==> config.mk <==
export PLATFORM = sky130hd
export DESIGN_NAME = package_increment_stage
export DESIGN_NICKNAME = d
export VERILOG_FILES = /design/src/rtl/package_increment_stage.sv
export SDC_FILE = /design/constraint.sdc
export NUM_CORES = 1
export LEC_CHECK = 0
export ABC_AREA = 1
export BUFFER_PORTS_ARGS = -buffer_cell sky130_fd_sc_hd__buf_2
export CAP_MARGIN = 20
export CORE_MARGIN = 2
export CORE_UTILIZATION = 45
export DETAILED_ROUTE_END_ITERATION = 8
export GPL_ROUTABILITY_DRIVEN = 0
export PLACE_DENSITY = 0.73
export SYNTH_ARGS = -nofsm -noshare
export SYNTH_HDL_FRONTEND = slang
export SYNTH_SLANG_ARGS = --single-unit
export TNS_END_PERCENT = 10
==> constraint.sdc <==
create_clock -name i_clk -period 2.4 [get_ports i_clk]
set_input_delay 0.48 -clock i_clk [delete_from_list [all_inputs] [get_ports i_clk]]
set_output_delay 0.48 -clock i_clk [all_outputs]
set_load 0.005 [all_outputs]
==> src/rtl/package_increment_stage.sv <==
// package_increment_stage
// Registered valid/ready stage that adds INC to each WIDTH-bit operand.
// The 2-entry skid buffer gives full throughput with a registered o_ready.
// Also reports the carry-out of each addition and counts delivered results.

module package_increment_stage #(
    parameter int WIDTH = 10,
    parameter int INC   = 1,
    parameter int CNT_W = 16
) (
    input  logic             i_clk,
    input  logic             i_rst_n,
    input  logic             i_valid,
    output logic             o_ready,
    input  logic [WIDTH-1:0] i_data,
    output logic             o_valid,
    input  logic             i_ready,
    output logic [WIDTH-1:0] o_data,
    output logic             o_wrap,
    output logic [CNT_W-1:0] o_count
);

    typedef enum logic [1:0] {
        EMPTY = 2'd0,
        ONE   = 2'd1,
        TWO   = 2'd2
    } state_t;

    // The increment is widened by one bit so the carry-out lands in the top bit.
    localparam logic [WIDTH:0] INC_EXT = (WIDTH+1)'(INC);

    state_t             state_q, state_d;
    logic [WIDTH-1:0]   out_data_q, out_data_d;
    logic               out_wrap_q, out_wrap_d;
    logic [WIDTH-1:0]   skid_data_q, skid_data_d;
    logic               skid_wrap_q, skid_wrap_d;
    logic               ready_q, ready_d;
    logic [CNT_W-1:0]   count_q, count_d;

    logic               push;
    logic               pop;
    logic [WIDTH:0]     sum;

    assign push = i_valid && ready_q;
    assign pop  = (state_q != EMPTY) && i_ready;
    assign sum  = {1'b0, i_data} + INC_EXT;

    // Next-state logic: route the new result into OUT or SKID and track occupancy.
    always_comb begin
        state_d     = state_q;
        out_data_d  = out_data_q;
        out_wrap_d  = out_wrap_q;
        skid_data_d = skid_data_q;
        skid_wrap_d = skid_wrap_q;
        count_d     = count_q;

        if (pop) begin
            count_d = count_q + CNT_W'(1);
        end

        case (state_q)
            EMPTY: begin
                if (push) begin
                    state_d    = ONE;
                    out_data_d = sum[WIDTH-1:0];
                    out_wrap_d = sum[WIDTH];
                end
            end
            ONE: begin
                if (push && !pop) begin
                    state_d     = TWO;
                    skid_data_d = sum[WIDTH-1:0];
                    skid_wrap_d = sum[WIDTH];
                end else if (push && pop) begin
                    state_d    = ONE;
                    out_data_d = sum[WIDTH-1:0];
                    out_wrap_d = sum[WIDTH];
                end else if (pop) begin
                    state_d = EMPTY;
                end
            end
            TWO: begin
                if (pop) begin
                    state_d    = ONE;
                    out_data_d = skid_data_q;
                    out_wrap_d = skid_wrap_q;
                end
            end
            default: begin
                state_d = EMPTY;
            end
        endcase

        // Ready only looks at the upcoming occupancy, never at i_ready directly.
        ready_d = (state_d != TWO);
    end

    // State, storage, ready and counter registers; reset discards buffered results.
    always_ff @(posedge i_clk or negedge i_rst_n) begin
        if (!i_rst_n) begin
            state_q     <= EMPTY;
            out_data_q  <= '0;
            out_wrap_q  <= 1'b0;
            skid_data_q <= '0;
            skid_wrap_q <= 1'b0;
            ready_q     <= 1'b0;
            count_q     <= '0;
        end else begin
            state_q     <= state_d;
            out_data_q  <= out_data_d;
            out_wrap_q  <= out_wrap_d;
            skid_data_q <= skid_data_d;
            skid_wrap_q <= skid_wrap_d;
            ready_q     <= ready_d;
            count_q     <= count_d;
        end
    end

    assign o_valid = (state_q != EMPTY);
    assign o_ready = ready_q;
    assign o_data  = out_data_q;
    assign o_wrap  = out_wrap_q;
    assign o_count = count_q;

endmodule

==> metrics.md <==
| Metric | Value |
|---|---|
| PwrDens | 929.2 nW/um^2 |
| Cts repair resizes | 0 |
| Die H | 73.36 um |
| Clk_lat worst skew | 0.29 ns |
| Share of cells above drive strength 1 | 17.37% |
| Worst Hold Class | input pin to asynchronous set/reset pin |
| FFs w/ async S/R, synth | 100.0% |
| Ys Warns | 0 |
| Crit path capture type | output port |
| Nets | 349 |
| H-Tree Level Count | 2 |
| Initial DRT Pass Iterations | 4 |
| Synth Flop Type | dfrtp_1 |
| First-pass GRT wire length | 7921 um |
| Hold buffer count at cts | 0 |
| Minimum clock period | 1.608 ns |
| Worst endpoint required time | 1.92 ns |
| Clock Path Buffers | 2 |
| Final setup fails | 0 |
| VDD IR max | 0.0005039 V |
| Mapped Cells | 286 |
| Post-synth EDFFs | 0 |
| Top cell type's share of synthesized area | 47.40% |
| DR vias | 1931 |
| Row count | 25 |
| Seq/Total Area, Yosys | 47.40% |
| Via/cell ratio | 4.977 |
| Leakage dissipation | 1.283 nW |
| Commonest cells in the netlist | 97 x nand2_1, 42 x nor2_1, 41 x dfrtp_1, 27 x o21ai_0, 26 x inv_1 |
| Fin util | 54.16% |
| Post-CTS setup buffers | 0 |
| Core Box Area | 4692 sq um |
| Setup TNS | 0 ns |
| Number of DRC markers in iteration 0 | 75 |
| Unique masters post-synth | 22 |
| Syn Std Cell Area | 2165 sq um |
| Clock Skew | 0.004863 ns |
| Worst relative slew slack | 67.23% |
| Mapped Avg Cell Area | 7.568 sq um |
| RSZ-0062 raised after global routing | no |
| Maximum fanout along the worst path | 3 |
| Detailed Place HPWL | 3410 um |
| WL final | 4588 um |
| # diodes | 0 |
| Port bufs | 42 |
| CTS tree | built |
| Critical Path AT | 1.13 ns |
| FF+latch count, synth | 41 |
| Initial antenna violation count | 0 |
| Area grow syn2layout | 17.40% |
| Period Utilization, post-route | 67.02% |
| Clk sink count | 41 |
| Synth area leaders | dfrtp_1 47%, nand2_1 17%, nor2_1 7.3%, o21ai_0 6.2%, inv_1 4.5% |
| Cts bufs inserted | 5 |
| Worst Path Class, Setup | flop to output port |
| Tightest Pin Transition | 0.4897 ns |
| Total die area | 5381 sq um |
| Syn_nets | 302 |
| ANT nets after route | 0 |
| Critical Path Start Type | flop |
| Gr ovfl total | 0 |
| Clock Pin Slew Worst Setup and Hold Paths | 0.07 ns |
| Largest net degree at the start of global routing | 29 |
| I/O pins | 43 |
| Number of global-route vias before repair | 1811 |
| Die Width | 73.36 um |
| Largest area contributor in the netlist | dfrtp_1 |
| Final Hold Vio Count | 0 |
| Status | completed |
| Maximum clock rate | 0.6217 GHz |
| Average wire per standard cell | 11.82 um |
| GRT Util Overall | 18.96% |
| Starting Density | 46.13% |
| Max Cap Violations | 0 |
| Max-slew violations | 0 |
| Clk root buf | clkbuf_8 |
| Residual DRC count | 0 |
| Most numerous cell in the Yosys netlist | nand2_1 |
## cell usage in the layout, fill, tap and decap left out
master,instances
nor3_2,1
clkbuf_8,6
buf_2,42
inv_1,26
o21ai_0,27
clkinv_1,1
nor2_2,2
bufinv_16,1
a21oi_1,1
nand3_1,14
clkbuf_1,1
a31oi_1,4
xor2_1,9
nor2_1,42
dfrtp_1,41
inv_2,1
nor2_4,2
nand3b_1,2
nand2_1,97
o21ai_4,1
ha_1,2
nand4_1,4
and2_1,2
buf_4,2
xnor2_1,3
## per-layer routing
layer / up-vias / track usage [%] / share of wire, %
met2: 47 / 32.43 / 48
met1: 883 / 23.55 / 46
met4: 0 / 7.273 / 1.9
li1: 992 / - / -
met5: - / 0 / 0
met3: 9 / 3.841 / 4.3
## area by class of cell
class                      instances  area, sq um
fill                             449         2151
sequential                        41         1026
multi-input combinational        213         1001
timing repair buffer              44        225.2
inverter                          28        105.1
clock buffer                       7        86.33
tap                               54        67.56
clock inverter                     1        30.03
## final timing paths
check,from,endpoint,slack (ns),cells after the start
setup / recovery,state_q[0],o_valid,0.79,3
hold / removal,i_rst_n,o_count[4],0.08,1
setup reg to reg,o_count[0],o_count[8],0.85,7
hold reg to reg,o_data[9],o_data[9],0.49,2
max in group asynchronous,i_rst_n,state_q[0],1.66,2
min in group i_clk,i_data[0],skid_data_q[0],0.43,2
## cells by family after synthesis
| group | count (synthesis) | synth area share [%] |
|---|---|---|
| xor gates and xnor gates | 12 | 4.856 |
| DFF | 41 | 47.40 |
| AOI/OAI and AO/OA | 33 | 8.381 |
| and+or+nand+nor | 166 | 31.85 |
| adders and majority gates | 2 | 1.156 |
| buffers and inverters | 32 | 6.358 |
## through the flow
step / hold WS, ns / instances / total power, mW / setup WS, ns / instance area (sq um)
2_1_floorplan: 0.1844 / 286 / 1.519 / 1.066 / 2165
3_3_place_gp: 0.3930 / 380 / 1.784 / 0.7834 / 2425
3_5_place_dp: 0.3998 / 380 / 1.810 / 0.7645 / 2425
4_1_cts: 0.08042 / 388 / 2.393 / 0.7782 / 2541
5_1_grt: 0.08878 / 388 / 2.547 / 0.6546 / 2541
6_report: 0.07552 / 388 / 2.361 / 0.7915 / 2541
## critical path, cell delays in order, from the launching register on
cell	delay (ns)
dfrtp_1	0.44
nor2_2	0.22
inv_1	0.05
buf_2	0.12
## power by group
group / leakage (nW) / internal, mW / switching, mW
registers: 0.516 / 0.928 / 0.174
clock network: 0.0585 / 0.339 / 0.234
logic: 0.709 / 0.290 / 0.397
total: 1.28 / 1.56 / 0.804
## flip-flops by register name (all words and copies together) (netlist names)
signal       count
o_count         16
o_data          10
o_ready          1
o_wrap           1
skid_data_q     10
skid_wrap_q      1
state_q          2
(Power assumes the default switching activity.)
